===== src/rtl/ov_pixel_capture_pkg.sv =====
// ov_capture_pkg: capture states, frame sizing, RGB565->RGB444 conversion and colour-bar table
package ov_capture_pkg;

    typedef enum logic [1:0] {IDLE, WAIT_VS, SKIP, ACTIVE} cap_state_e;

    localparam int H_ACTIVE_DEF = 640;
    localparam int V_ACTIVE_DEF = 480;

    // white, yellow, cyan, green, magenta, red, blue, black
    localparam logic [11:0] BAR_RGB [8] = '{12'hFFF, 12'hFF0, 12'h0FF, 12'h0F0,
                                            12'hF0F, 12'hF00, 12'h00F, 12'h000};

    function automatic int frame_pixels(input int h, input int v);
        return h * v;
    endfunction

    function automatic logic [11:0] rgb565_to_444(input logic [7:0] hi, input logic [7:0] lo);
        return {hi[7:4], hi[2:0], lo[7], lo[4:1]};
    endfunction

    function automatic logic [11:0] bar_colour(input int col, input int h);
        int idx;
        idx = col * 8 / h;
        return BAR_RGB[idx > 7 ? 3'd7 : 3'(idx)];
    endfunction

endpackage


===== src/rtl/ov_pixel_capture_if.sv =====
// ov_pixel_capture_if: OV2640 parallel bus in, frame BRAM write port out
interface ov_pixel_capture_if #(
    parameter int ADDR_W = 20
);
    logic              ov_pclk;
    logic              ov_href;
    logic              ov_vsync;
    logic [7:0]        ov_data;
    logic              wr_en;
    logic [ADDR_W-1:0] wr_addr;
    logic [11:0]       wr_data;

    modport master (
        input  ov_pclk, ov_href, ov_vsync, ov_data,
        output wr_en, wr_addr, wr_data
    );

    modport slave (
        output ov_pclk, ov_href, ov_vsync, ov_data,
        input  wr_en, wr_addr, wr_data
    );
endinterface


===== src/rtl/ov_pixel_capture_sig_sync.sv =====
// ov_sig_sync: 2-flop synchroniser with a third register for rise/fall detection
module ov_sig_sync (
    input  logic clk,
    input  logic rst_n,
    input  logic d,
    output logic q,
    output logic rise,
    output logic fall
);
    logic [2:0] sr;

    always_ff @(posedge clk or negedge rst_n)
        if (!rst_n) sr <= '0;
        else sr <= {sr[1:0], d};

    assign q    = sr[1];
    assign rise = sr[1] & ~sr[2];
    assign fall = ~sr[1] & sr[2];
endmodule


===== src/rtl/ov_pixel_capture.sv =====
// ov_pixel_capture: OV2640 byte-pair capture to linear RGB444 BRAM writes; CAPTURE_TESTPAT_EN swaps pixels for colour bars
module ov_pixel_capture
    import ov_capture_pkg::*;
#(
    parameter int H_ACTIVE    = H_ACTIVE_DEF,
    parameter int V_ACTIVE    = V_ACTIVE_DEF,
    parameter int ADDR_W      = 20,
    parameter int SKIP_FRAMES = 10
) (
    input  logic                  clk,
    input  logic                  rst_n,
    input  logic                  en,
    ov_pixel_capture_if.master    cam,
    output logic                  frame_done,
    output logic                  capturing,
    output logic                  overflow
);
    localparam logic [ADDR_W:0] N_PIX = (ADDR_W + 1)'(frame_pixels(H_ACTIVE, V_ACTIVE));

    logic pc_lvl, pc_rise, pc_fall;
    logic hr, hr_rise, hr_fall;
    logic vs_lvl, vs_rise, vs_fall;
    logic [7:0] d1, d2, hi;
    cap_state_e state_q, state_d;
    logic [7:0] skip_cnt;
    logic settled, phase, frame_start, frame_end, pix_done, pix_ok;
    logic [ADDR_W:0] pix_cnt;
    logic [11:0] pix, wr_data;
    logic wr_en, unused_ok;

    ov_sig_sync u_pclk  (.clk, .rst_n, .d(cam.ov_pclk),  .q(pc_lvl), .rise(pc_rise), .fall(pc_fall));
    ov_sig_sync u_href  (.clk, .rst_n, .d(cam.ov_href),  .q(hr),     .rise(hr_rise), .fall(hr_fall));
    ov_sig_sync u_vsync (.clk, .rst_n, .d(cam.ov_vsync), .q(vs_lvl), .rise(vs_rise), .fall(vs_fall));

    always_comb begin
        state_d = state_q;
        case (state_q)
            IDLE:    state_d = WAIT_VS;
            WAIT_VS: if (vs_fall) state_d = (settled || SKIP_FRAMES == 0) ? ACTIVE : SKIP;
            SKIP:    if (vs_fall && skip_cnt >= 8'(SKIP_FRAMES)) state_d = ACTIVE;
            default: if (vs_rise) state_d = WAIT_VS;
        endcase
        if (!en) state_d = IDLE;
        frame_start = state_q != ACTIVE && state_d == ACTIVE;
        frame_end   = en && state_q == ACTIVE && vs_rise;
        pix_done    = en && state_q == ACTIVE && pc_rise && hr && phase;
        pix_ok      = pix_done && pix_cnt < N_PIX;
    end

    // settled remembers that the post-enable skip has been served
    always_ff @(posedge clk or negedge rst_n) begin
        if (!rst_n) begin
            state_q    <= IDLE;
            {d2, d1}   <= '0;
            hi         <= '0;
            settled    <= 1'b0;
            skip_cnt   <= '0;
            phase      <= 1'b0;
            pix_cnt    <= '0;
            overflow   <= 1'b0;
            frame_done <= 1'b0;
            wr_en      <= 1'b0;
            wr_data    <= '0;
        end else begin
            state_q    <= state_d;
            {d2, d1}   <= {d1, cam.ov_data};
            settled    <= state_d != IDLE && (settled || frame_start);
            skip_cnt   <= state_q == WAIT_VS ? 8'd1 : (state_q == SKIP && vs_fall) ? skip_cnt + 8'd1 : skip_cnt;
            phase      <= (state_d == IDLE || frame_start || !hr) ? 1'b0 : (state_q == ACTIVE && pc_rise) ? ~phase : phase;
            if (state_q == ACTIVE && pc_rise && hr && !phase) hi <= d2;
            pix_cnt    <= (state_d == IDLE || frame_start) ? '0 : wr_en ? pix_cnt + 1'b1 : pix_cnt;
            overflow   <= frame_start ? 1'b0 : overflow | (pix_done && !pix_ok);
            frame_done <= frame_end;
            wr_en      <= pix_ok;
            if (pix_ok) wr_data <= pix;
        end
    end

`ifdef CAPTURE_TESTPAT_EN
    logic [15:0] col;

    always_ff @(posedge clk or negedge rst_n)
        if (!rst_n) col <= '0;
        else col <= (state_d == IDLE || frame_start || hr_fall) ? '0 : pix_done ? col + 16'd1 : col;

    assign pix       = bar_colour(int'(col), H_ACTIVE);
    assign unused_ok = &{1'b0, pc_lvl, pc_fall, hr_rise, vs_lvl, hi};
`else
    assign pix       = rgb565_to_444(hi, d2);
    assign unused_ok = &{1'b0, pc_lvl, pc_fall, hr_rise, vs_lvl, hr_fall};
`endif

    assign capturing   = state_q == ACTIVE;
    assign cam.wr_en   = wr_en;
    assign cam.wr_addr = pix_cnt[ADDR_W-1:0];
    assign cam.wr_data = wr_data;
endmodule


===== src/flat_wrapper.sv =====
// flat-port wrapper written by rule: the top's interface ports become plain ports
module ov_pixel_capture_flat import ov_capture_pkg::*;
#(
    parameter int H_ACTIVE    = H_ACTIVE_DEF,
    parameter int V_ACTIVE    = V_ACTIVE_DEF,
    parameter int ADDR_W      = 20,
    parameter int SKIP_FRAMES = 10
)
  (clk, rst_n, en, frame_done, capturing, overflow, cam_ov_pclk, cam_ov_href, cam_ov_vsync, cam_ov_data, cam_wr_en, cam_wr_addr, cam_wr_data);
  ov_pixel_capture_if #(.ADDR_W(ADDR_W)) cam_i ();
  input  logic clk;
  input  logic rst_n;
  input  logic en;
  output logic frame_done;
  output logic capturing;
  output logic overflow;
  input wire logic [$bits(cam_i.ov_pclk)-1:0] cam_ov_pclk;
  input wire logic [$bits(cam_i.ov_href)-1:0] cam_ov_href;
  input wire logic [$bits(cam_i.ov_vsync)-1:0] cam_ov_vsync;
  input wire logic [$bits(cam_i.ov_data)-1:0] cam_ov_data;
  output wire logic [$bits(cam_i.wr_en)-1:0] cam_wr_en;
  output wire logic [$bits(cam_i.wr_addr)-1:0] cam_wr_addr;
  output wire logic [$bits(cam_i.wr_data)-1:0] cam_wr_data;
  assign cam_i.ov_pclk = cam_ov_pclk;
  assign cam_i.ov_href = cam_ov_href;
  assign cam_i.ov_vsync = cam_ov_vsync;
  assign cam_i.ov_data = cam_ov_data;
  assign cam_wr_en = cam_i.wr_en;
  assign cam_wr_addr = cam_i.wr_addr;
  assign cam_wr_data = cam_i.wr_data;
  ov_pixel_capture #(.H_ACTIVE(H_ACTIVE), .V_ACTIVE(V_ACTIVE), .ADDR_W(ADDR_W), .SKIP_FRAMES(SKIP_FRAMES)) u_core (.clk(clk), .rst_n(rst_n), .en(en), .cam(cam_i), .frame_done(frame_done), .capturing(capturing), .overflow(overflow));
endmodule

===== config.mk =====
export PLATFORM = sky130hd
export DESIGN_NAME = ov_pixel_capture_flat
export DESIGN_NICKNAME = d
export VERILOG_FILES = /design/src/rtl/ov_pixel_capture_pkg.sv /design/src/rtl/ov_pixel_capture_if.sv /design/src/rtl/ov_pixel_capture_sig_sync.sv /design/src/rtl/ov_pixel_capture.sv /design/src/flat_wrapper.sv
export SDC_FILE = /design/constraint.sdc
export NUM_CORES = 1
export LEC_CHECK = 0
export ABC_AREA = 1
export BUFFER_PORTS_ARGS = -buffer_cell sky130_fd_sc_hd__buf_2
export CORE_MARGIN = 3
export CORE_UTILIZATION = 56
export CTS_CLUSTER_SIZE = 8
export DETAILED_ROUTE_END_ITERATION = 10
export HOLD_SLACK_MARGIN = 0.15
export PLACE_DENSITY = 0.89
export SLEW_MARGIN = 20
export SYNTH_ARGS = -nofsm -noshare
export SYNTH_HDL_FRONTEND = slang
export SYNTH_SLANG_ARGS = --single-unit
export TNS_END_PERCENT = 5

===== constraint.sdc =====
create_clock -name clk -period 2.05 [get_ports clk]
set_clock_uncertainty 0.1 [all_clocks]
set_input_delay 0.41 -clock clk [delete_from_list [all_inputs] [get_ports clk]]
set_output_delay 0.41 -clock clk [all_outputs]
set_load 0.01 [all_outputs]

Yosys cells after proc, flatten, opt, wreduce, memory -nomap -nowiden
Index checks and enable logic that the tools add are counted.
{"block": "word_totals", "out_inout_bits": 36, "register_bits": 80}
{"block": "op_classes", "n_mux": 13, "order_cmp": 2, "n_bitwise": 8, "addsub": 2, "eq_ne": 5, "reduce_logical": 26}
{"cell": "21-bit 2-to-1 mux", "n": 2}
{"cell": "21-bit by 1-bit adder with 21-bit output, second input constant", "n": 1}
{"cell": "21-bit by 19-bit < comparator with 1-bit output, second input constant", "n": 1}
{"cell": "8-bit 2-to-1 mux", "n": 2}
{"cell": "1-bit logical AND", "n": 14}
{"cell": "8-bit by 1-bit adder with 8-bit output, second input constant", "n": 1}
{"cell": "8-bit by 4-bit >= comparator with 1-bit output, second input constant", "n": 1}
{"cell": "2-bit 2-to-1 mux", "n": 4}
{"cell": "2-bit nonzero test", "n": 4}
{"cell": "2-bit equality test, second input constant", "n": 3}
{"cell": "2-bit one-hot mux with 3 select lines", "n": 1}
{"cell": "2-bit logical NOT", "n": 2}
{"cell": "1-bit 2-to-1 mux", "n": 4}
{"cell": "1-bit inverter", "n": 4}
{"cell": "1-bit AND", "n": 3}
{"cell": "1-bit logical NOT", "n": 3}
{"cell": "1-bit logical OR", "n": 3}
{"cell": "2-bit by 1-bit equality test with 1-bit output, second input constant", "n": 1}
{"cell": "2-bit inequality test, second input constant", "n": 1}
{"cell": "1-bit bitwise OR", "n": 1}

Depth between registers and ports, before layout
Gate-level depths: netlist of the first run.
{"block": "depth", "depth_word": 11, "ltp_mapped": 12, "ltp_nobuf": 11}

Cells and area by module
Synthesis of the first run repeated with hierarchy kept, for this count alone.
{"block": "hier_totals", "cells_unflattened": 404, "hier_area_um2": 3648.5}
{"mod": "ov_pixel_capture", "n_inst": 1, "cells_each": 383, "seq_area_each_um2": 1776.7, "area_each_um2": 3378.2}
{"mod": "ov_sig_sync", "n_inst": 3, "cells_each": 7, "seq_area_each_um2": 75.1, "area_each_um2": 90.1}

Worst setup path after synthesis of the first run
Ideal clock, no wire load.
{"block": "synth_timing", "path_kind": "reg-to-reg", "start": "reg u_core.pix_cnt[0]", "end": "reg u_core.pix_cnt[14]", "arrival_time_ns": 1.310, "required_ns": 1.832, "stages_incl_launch_ff": 8, "setup_slack_ns": 0.522, "path_buffers": 0, "cell_sequence": "dfrtp_1 ha_1 nand3_1 nor2_4 nand3_1 nor2_2 xor2_1 nor2_1"}
{"block": "synth_between", "elab_chain_len": 3}
{"element": "start, declared", "line_no": "ov_pixel_capture.sv:27", "rtl": "logic [ADDR_W:0] pix_cnt;"}
{"element": "start signal, assigned", "line_no": "ov_pixel_capture.sv:71", "rtl": "pix_cnt <= (state_d == IDLE || frame_start) ? '0 : wr_en ? pix_cnt + 1'b1 : pix_cnt;"}
{"element": "21-bit by 1-bit adder with 21-bit output", "line_no": "ov_pixel_capture.sv:71"}
{"element": "21-bit 2-to-1 mux (2 in series)", "line_no": "ov_pixel_capture.sv:71"}
No other way between the ends. The select of a mux whose other input is x is not followed.
A chain may end at the register's enable or synchronous reset.

Worst setup path in the final report of the first run
Ends and elaborated chain as after synthesis.

==> out/summary.txt, run 1 <==
Synth cell types: 32
Worst Setup Path Type: flop to flop
Average wire length per cell after detail routing: 12.3 um
Estimated wirelength of the detail-placed design: 4450 um
Chip Height: 84.7 um
DR vias: 2525
Setup slack after layout: 0.300 ns
Worst supply voltage drop on vdd: 0.571 mV
Arrival time at the worst endpoint: 1.88 ns
Die Footprint: 7180 sq um
Overall track demand over capacity in global routing: 20.0%
Number of nets produced by synthesis: 395
Commonest cells after routing, fill and taps aside: 84 x sky130_fd_sc_hd__nand2_1, 79 x sky130_fd_sc_hd__dfrtp_1, 50 x sky130_fd_sc_hd__inv_1, 48 x sky130_fd_sc_hd__buf_2, 40 x sky130_fd_sc_hd__nor2_1
Clock transition at the registers of the reported paths: 0.08 ns
Worst skew pair latency: 0.35 ns
DR DRC count: 0
Layout Area Growth over Synthesis: 15.1%
Overall die width: 84.7 um
Setup TNS: 0 ns
Floorplan Core Area: 5960 sq um
Total I/O pin count: 50
Routability congestion estimate: 0.814
Most common library cell in the layout ignoring fill and taps: sky130_fd_sc_hd__nand2_1
Net switching power figure: 683 uW
Ordered list of cells on the worst path: ha_1 > nand3_1 > nor2_4 > nand3_1 > nor2_2 > xor2_1 > nor2_1
Power density over cell area: 769 nW/um^2
Wire length of the first global-routing pass: 11300 um
Via count of the first global-routing pass: 2528
Routed Wire Length: 6250 um
CTS root buffer: sky130_fd_sc_hd__clkbuf_8
Setup slack after placement: 0.324 ns
Int Power: 2.39 mW
Slew at the pin with the worst max-slew slack: 0.631 ns
Initial drt markers: 199
Total clock sinks: 79
Nets@finish: 445
Post-Synthesis Mean Instance Area: 9.18 sq um
Flip-flop and latch count after synthesis: 79
DRT antenna net count: 0
Avg Vias per Cell: 4.97
Final Hold Viols: 0
CTS tree: done
Outcome: complete, no violations
Post-cts gate resize count: 0
Netlist Area Pre-Place: 3470 sq um
Sequential Power Share: 53.0%
Highest clock frequency the design can meet: 0.571 GHz
Count of H-tree levels built during CTS: 3
Ys Warns: 0
Fraction of layout instances using a drive strength above 1: 19.6%
Data required, critical path: 2.18 ns
Fraction of power consumed by combinational cells: 4.7%
Reported max-cap violation count: 0
Utilization after layout: 67.1%
Top cell by count, worst path: sky130_fd_sc_hd__nand3_1
Critical path capture point type: flop
Clock network fraction of design power: 42.3%
Buffer levels on the longest clock path: 2
Max FO, Critical Path: 6
Reported leakage power: 2.10 nW
Hold/Removal Path Class: flop to flop
Shortest period the worst path allows: 1.75 ns
Switch share: 22.2%
Post-synthesis cell count: 378
Seq/Total Area, Yosys: 57.0%
Number of antenna violations at the first check in global routing: 0
Crit start category: flop
N_diodes: 0
Number of buffers created by CTS: 9
Crit-path slowest cell: sky130_fd_sc_hd__dfrtp_1
Pin count of the biggest net entering global routing: 49
Unrepaired setup endpoints after global routing: no
Overflow left after global routing: 0
Slowest cell delay on critical path: 0.44 ns
Final setup violation count: 0
Total iterations of the first detailed-routing run: 5
Number of setup buffers added after CTS: 0
Final cycle utilization of the critical path: 85.4%
Max Transition Viols Final: 0
Worst rel slew slack: 57.9%
Initial core utilization: 58.3%
Quantity of I/O buffers inserted on ports: 49
Count of standard-cell rows: 28
==> critical path: cells and delay by family (launching register included) <==
kind,cells,cell delay (ns)
XOR/XNOR,1,0.17
AND/OR/NAND/NOR,5,0.74
flip-flops,1,0.44
adder cells (fa/ha/maj),1,0.20
==> per-stage QoR <==
stage / power [mW] / cell area [sq um] / hold WS, ns / instances
5_1_grt: 3.21 / 3990 / 0.263 / 508
2_1_floorplan: 1.72 / 3470 / 0.0144 / 378
4_1_cts: 3.11 / 3990 / 0.246 / 508
3_5_place_dp: 1.79 / 3640 / 0.236 / 480
6_report: 3.07 / 3990 / 0.249 / 508
3_3_place_gp: 1.78 / 3640 / 0.232 / 480
==> layer usage <==
layer	up-vias	GRT usage [%]	part of all wire, %
met5	-	0	0
met4	0	9.35	2.0
met3	13	4.32	5.3
met2	74	33.0	48
met1	1171	25.4	45
li1	1267	-	-
==> power by group through the flow <==
stage	Sequential, mW	Clock, mW	Combinational, mW
floorplan	1.65	0	0.0702
global placement	1.66	0	0.128
detailed placement	1.66	0	0.132
CTS	1.63	1.33	0.149
global route	1.63	1.41	0.169
finish	1.63	1.30	0.146
==> path summary, 6_finish.rpt <==
check	depth (start not counted)	from	end	slack (ns)
max	7	u_core.pix_cnt[0]	u_core.pix_cnt[14]	0.30
max in group asynchronous	3	rst_n	u_core.d1[2]	0.83
min	0	u_core.d1[2]	u_core.d2[2]	0.25
min reg2reg	0	u_core.d1[2]	u_core.d2[2]	0.25
max reg2reg	7	u_core.pix_cnt[0]	u_core.pix_cnt[14]	0.30
min in group asynchronous	2	rst_n	u_core.pix_cnt[5]	0.44
==> cell type report <==
cell class	count	area [sq um]
fillers	468	1960
repair buffers	64	403
clock buffers	10	138
multi-input cells	223	1100
inverters	51	191
flip-flops and latches	79	1980
well taps	75	93.8
clock inverters	6	91.3
==> cell usage after synthesis <==
cell type                  instances  area (sq um)
sky130_fd_sc_hd__xnor2_1           3          26.3
sky130_fd_sc_hd__nor2_1           40           150
sky130_fd_sc_hd__inv_1            50           188
sky130_fd_sc_hd__xor2_1            5          43.8
sky130_fd_sc_hd__o21ai_0          18          90.1
sky130_fd_sc_hd__a31o_2            1          8.76
sky130_fd_sc_hd__clkbuf_1          1          3.75
sky130_fd_sc_hd__buf_12            1          20.0
sky130_fd_sc_hd__ha_1              3          37.5
sky130_fd_sc_hd__buf_2             1          5.00
sky130_fd_sc_hd__a21boi_0          1          7.51
sky130_fd_sc_hd__nand4_1           8          50.1
sky130_fd_sc_hd__a21oi_2           4          35.0
sky130_fd_sc_hd__nand3b_1          1          7.51
sky130_fd_sc_hd__a31oi_1           1          6.26
sky130_fd_sc_hd__o22ai_1           1          6.26
sky130_fd_sc_hd__dfrtp_1          79          1980
sky130_fd_sc_hd__a21o_1            1          7.51
sky130_fd_sc_hd__nor3_1           12          60.1
sky130_fd_sc_hd__nand3_2           1          10.0
sky130_fd_sc_hd__nand2_1          84           315
sky130_fd_sc_hd__nor2_2            3          18.8
sky130_fd_sc_hd__buf_6             2          22.5
sky130_fd_sc_hd__buf_4            20           150
sky130_fd_sc_hd__inv_2             1          3.75
sky130_fd_sc_hd__o21ai_2           4          35.0
sky130_fd_sc_hd__nand3_1          20           100
sky130_fd_sc_hd__a21oi_1           8          40.0
sky130_fd_sc_hd__or3b_1            1          8.76
sky130_fd_sc_hd__nand2_4           1          11.3
sky130_fd_sc_hd__nand4_2           1          12.5
sky130_fd_sc_hd__nor2_4            1          11.3
==> kinds of logic after synthesis <==
group                    after synthesis  share of synthesized area, %
AND/OR/NAND/NOR                      173                          21.8
XOR/XNOR                               8                          2.02
adder cells (fa/ha/maj)                3                          1.08
buffers and inverters                 76                          11.3
AO/OA/AOI/OAI                         39                          6.82
flip-flops                            79                          57.0
==> state kept, by name, indices dropped and copies added, names as in the netlist, 2 cells and up <==
| name | cells |
|---|---|
| u_core.cam.wr_data | 12 |
| u_core.d1 | 8 |
| u_core.d2 | 8 |
| u_core.hi | 7 |
| u_core.pix_cnt | 21 |
| u_core.skip_cnt | 8 |
| u_core.state_q | 2 |
| u_core.u_href.sr | 2 |
| u_core.u_pclk.sr | 3 |
| u_core.u_vsync.sr | 3 |
==> repair_timing <==
item / 4_1_cts / 5_1_grt
hold buffers: 12 / 0
endpoints found under the setup margin: 0 / 0
hold endpoints to repair: 42 / 0
No activity file was read; power rests on OpenSTA's default activity.
==> inputs of run 2 (changes only) <==
--- a/config.mk
+++ b/config.mk
@@ -5,14 +5,13 @@
 export SDC_FILE = /design/constraint.sdc
 export NUM_CORES = 1
 export LEC_CHECK = 0
-export ABC_AREA = 1
 export BUFFER_PORTS_ARGS = -buffer_cell sky130_fd_sc_hd__buf_2
 export CORE_MARGIN = 3
 export CORE_UTILIZATION = 56
 export CTS_CLUSTER_SIZE = 8
 export DETAILED_ROUTE_END_ITERATION = 10
 export HOLD_SLACK_MARGIN = 0.15
-export PLACE_DENSITY = 0.89
+export PLACE_DENSITY = 0.9
 export SLEW_MARGIN = 20
 export SYNTH_ARGS = -nofsm -noshare
 export SYNTH_HDL_FRONTEND = slang
==> run 2 against run 1 <==
  * Non-clock buffer count grew 4
  * Sequential share of layout area grew 1.9 points
  * Flip-flop and latch count is the same
  * Maximum frequency shrank 7.6%
==> out/summary.txt, run 2 <==
Share of synthesized cell area in and, or, nand and nor gates: 14.8%
Overall die width: 82.7 um
Synth cell types: 41
Top flop regs: u_core.pix_cnt (21), u_core.cam.wr_data (12)
CTS root buffer: sky130_fd_sc_hd__clkbuf_8
Mux contribution to synthesized area: 7.09%
Count of H-tree levels built during CTS: 3
DR DRC count: 0
Critical hold path startpoint: u_core.u_vsync.sr[0]
Largest register FFs: 21
Final cycle utilization of the critical path: 92.4%
Slew at the pin with the worst max-slew slack: 0.509 ns
Critical path capture point type: flop
Worst skew pair latency: 0.35 ns
Outcome: complete, no violations
Routed Wire Length: 5990 um
Unrepaired setup endpoints after global routing: no
Most flop-heavy register: u_core.pix_cnt
Crit start category: flop
Fraction of power consumed by combinational cells: 5.2%
Min Hold Slack: 0.250 ns
Worst rel slew slack: 66.1%
Wire length of the first global-routing pass: 10200 um
Data required, critical path: 2.22 ns
Chip Height: 82.7 um
Reported max-cap violation count: 0
Number of nets produced by synthesis: 291
Share of synthesized registers carrying an async set or reset: 100%
Most common library cell in the layout ignoring fill and taps: sky130_fd_sc_hd__dfrtp_1
Routability congestion estimate: 0.802
Seq/Total Area, Yosys: 59.9%
Final Hold Viols: 0
Overflow left after global routing: 0
Power density over cell area: 762 nW/um^2
Post-synthesis cell count: 274
Overall track demand over capacity in global routing: 20.5%
Max FO, Critical Path: 7
Synth Area in Adders: 1.14%
Worst supply voltage drop on vdd: 0.640 mV
Ordered list of cells on the worst path: nand4_2 > or3_4 > or4_1 > a21oi_1
Max Transition Viols Final: 0
Arrival time at the worst endpoint: 2.06 ns
DR vias: 2174
Ys Warns: 0
Switch share: 22.5%
Pin count of the biggest net entering global routing: 43
Main flop type after synthesis: sky130_fd_sc_hd__dfrtp_1
Worst Setup Path Type: flop to flop
R2r endpoint: u_core.pix_cnt[20]
Quantity of I/O buffers inserted on ports: 49
Post-synth top area share: 59.9%
Top cell types by occurrence after synthesis: 79 x sky130_fd_sc_hd__dfrtp_1, 20 x sky130_fd_sc_hd__buf_4, 19 x sky130_fd_sc_hd__mux2_2
Most common cell in the synthesized netlist: sky130_fd_sc_hd__dfrtp_1
Estimated wirelength of the detail-placed design: 4050 um
Worst hold endpoint: u_core.u_vsync.sr[1]
Flip-flop and latch count after synthesis: 79
N_diodes: 0
Worst reg2reg setup slack: 0.15 ns
Int Power: 2.27 mW
DRT antenna net count: 0
Number of buffers created by CTS: 9
Count of buffering cells on the critical path with inverters included: 0
WHS Path Cells: 0
Via count of the first global-routing pass: 2150
Clock transition at the registers of the reported paths: 0.08 ns
Main combinational cell family by area after synthesis: simple AND/OR/NAND/NOR gates
R2R Path Start: u_core.pix_cnt[3]
Slowest cell delay on critical path: 0.51 ns
Total I/O pin count: 50
Die Footprint: 6850 sq um
Biggest area consumer among synthesized cells: sky130_fd_sc_hd__dfrtp_1
Cell family with most CP delay: simple AND/OR/NAND/NOR gates
Shortest period the worst path allows: 1.90 ns
Post-Synthesis Mean Instance Area: 12.0 sq um
Buffer levels on the longest clock path: 2
Worst-case reg-to-reg path depth: 4
Total clock sinks: 79
Total iterations of the first detailed-routing run: 4
CTS tree: done
Count of standard-cell rows: 27
Final setup violation count: 0
Area fraction in compound gates after synthesis: 6.49%
Number of antenna violations at the first check in global routing: 0
Parity-gate share of the synthesized area counting xor and xnor cells: 4.25%
Fraction of layout instances using a drive strength above 1: 29.7%
Setup TNS: 0 ns
Hold/Removal Path Class: flop to flop
Nets@finish: 343
Clock network fraction of design power: 38.8%
Layout Area Growth over Synthesis: 16.6%
Highest clock frequency the design can meet: 0.528 GHz
Netlist Area Pre-Place: 3300 sq um
Reported leakage power: 1.87 nW
Initial drt markers: 98
Initial core utilization: 58.8%
Net switching power figure: 660 uW
Floorplan Core Area: 5610 sq um
Synth top area cells: sky130_fd_sc_hd__dfrtp_1 60%, sky130_fd_sc_hd__mux2_2 6.5%, sky130_fd_sc_hd__buf_4 4.6%, sky130_fd_sc_hd__xor2_1 2.9%, sky130_fd_sc_hd__nor2_1 2.0%
Non-filler instance count after layout: 402
Cell count after placement: 375
Sequential Power Share: 56.0%
Commonest cells after routing, fill and taps aside: 78 x sky130_fd_sc_hd__dfrtp_1, 48 x sky130_fd_sc_hd__buf_2, 19 x sky130_fd_sc_hd__mux2_2, 18 x sky130_fd_sc_hd__nor2_1, 15 x sky130_fd_sc_hd__nand2_1
Crit-path slowest cell: sky130_fd_sc_hd__or4_1
Avg Vias per Cell: 5.41
Post-synth EDFFs: 0
Average wire length per cell after detail routing: 14.9 um
Number of setup buffers added after CTS: 0
[run 2: area by class of cell]
class / count / area (sq um)
inverter: 5 / 18.8
clock buffer: 10 / 138
sequential: 79 / 1980
timing repair buffer: 68 / 445
tap: 72 / 90.1
fill: 421 / 1760
multi-input combinational: 163 / 1120
clock inverter: 5 / 58.8
[run 2: worst max path at each step]
stage,from,end,slack (ns),depth (start not counted)
6_report,u_core.pix_cnt[3],u_core.pix_cnt[20],0.15,4
5_1_grt,u_core.pix_cnt[3],u_core.pix_cnt[20],0.07,4
4_1_cts,u_core.pix_cnt[2],u_core.pix_cnt[20],0.06,4
3_5_place_dp,u_core.pix_cnt[2],u_core.pix_cnt[20],0.06,4
3_3_place_gp,u_core.pix_cnt[2],u_core.pix_cnt[20],0.16,4
2_1_floorplan,u_core.cam.wr_en,u_core.pix_cnt[20],0.08,6
[run 2: cell families after synthesis]
logic type	count (synthesis)
flops	79
buf+inv	32
simple gates	88
compound gates	35
xor+xnor	16
mux	21
fa+ha+maj	3
[run 2: metal layers]
metal	vias up	global-route usage, %	wire, um
li1	1052	-	-
met1	1057	26.2	2580
met2	58	33.2	2960
met3	7	6.83	371
met4	0	6.37	74
met5	-	0	0
[run 2: metrics by stage]
| step | worst slack, ns | instance area, sq um | total power [mW] | util (%) |
|---|---|---|---|---|
| after floorplan | 0.0793 | 3300 | 1.73 | - |
| after global placement | 0.157 | 3520 | 1.80 | 62.8 |
| after detailed placement | 0.0648 | 3520 | 1.80 | 62.8 |
| after CTS | 0.0553 | 3840 | 2.95 | 68.5 |
| after global routing | 0.0652 | 3850 | 3.06 | 68.6 |
| final | 0.155 | 3850 | 2.93 | 68.6 |
[run 2: what timing repair did]
action,in CTS,in global routing
setup endpoints to repair,0,2
hold buffers,12,0
gates resized for setup,0,2
endpoints found under the hold margin,52,0
[run 2: power by group through the flow]
stage / sequential, mW / clock [mW] / combinational (mW)
floorplan: 1.66 / 0 / 0.0661
global placement: 1.67 / 0 / 0.129
detailed placement: 1.67 / 0 / 0.134
CTS: 1.64 / 1.15 / 0.153
global route: 1.65 / 1.24 / 0.171
finish: 1.64 / 1.14 / 0.151
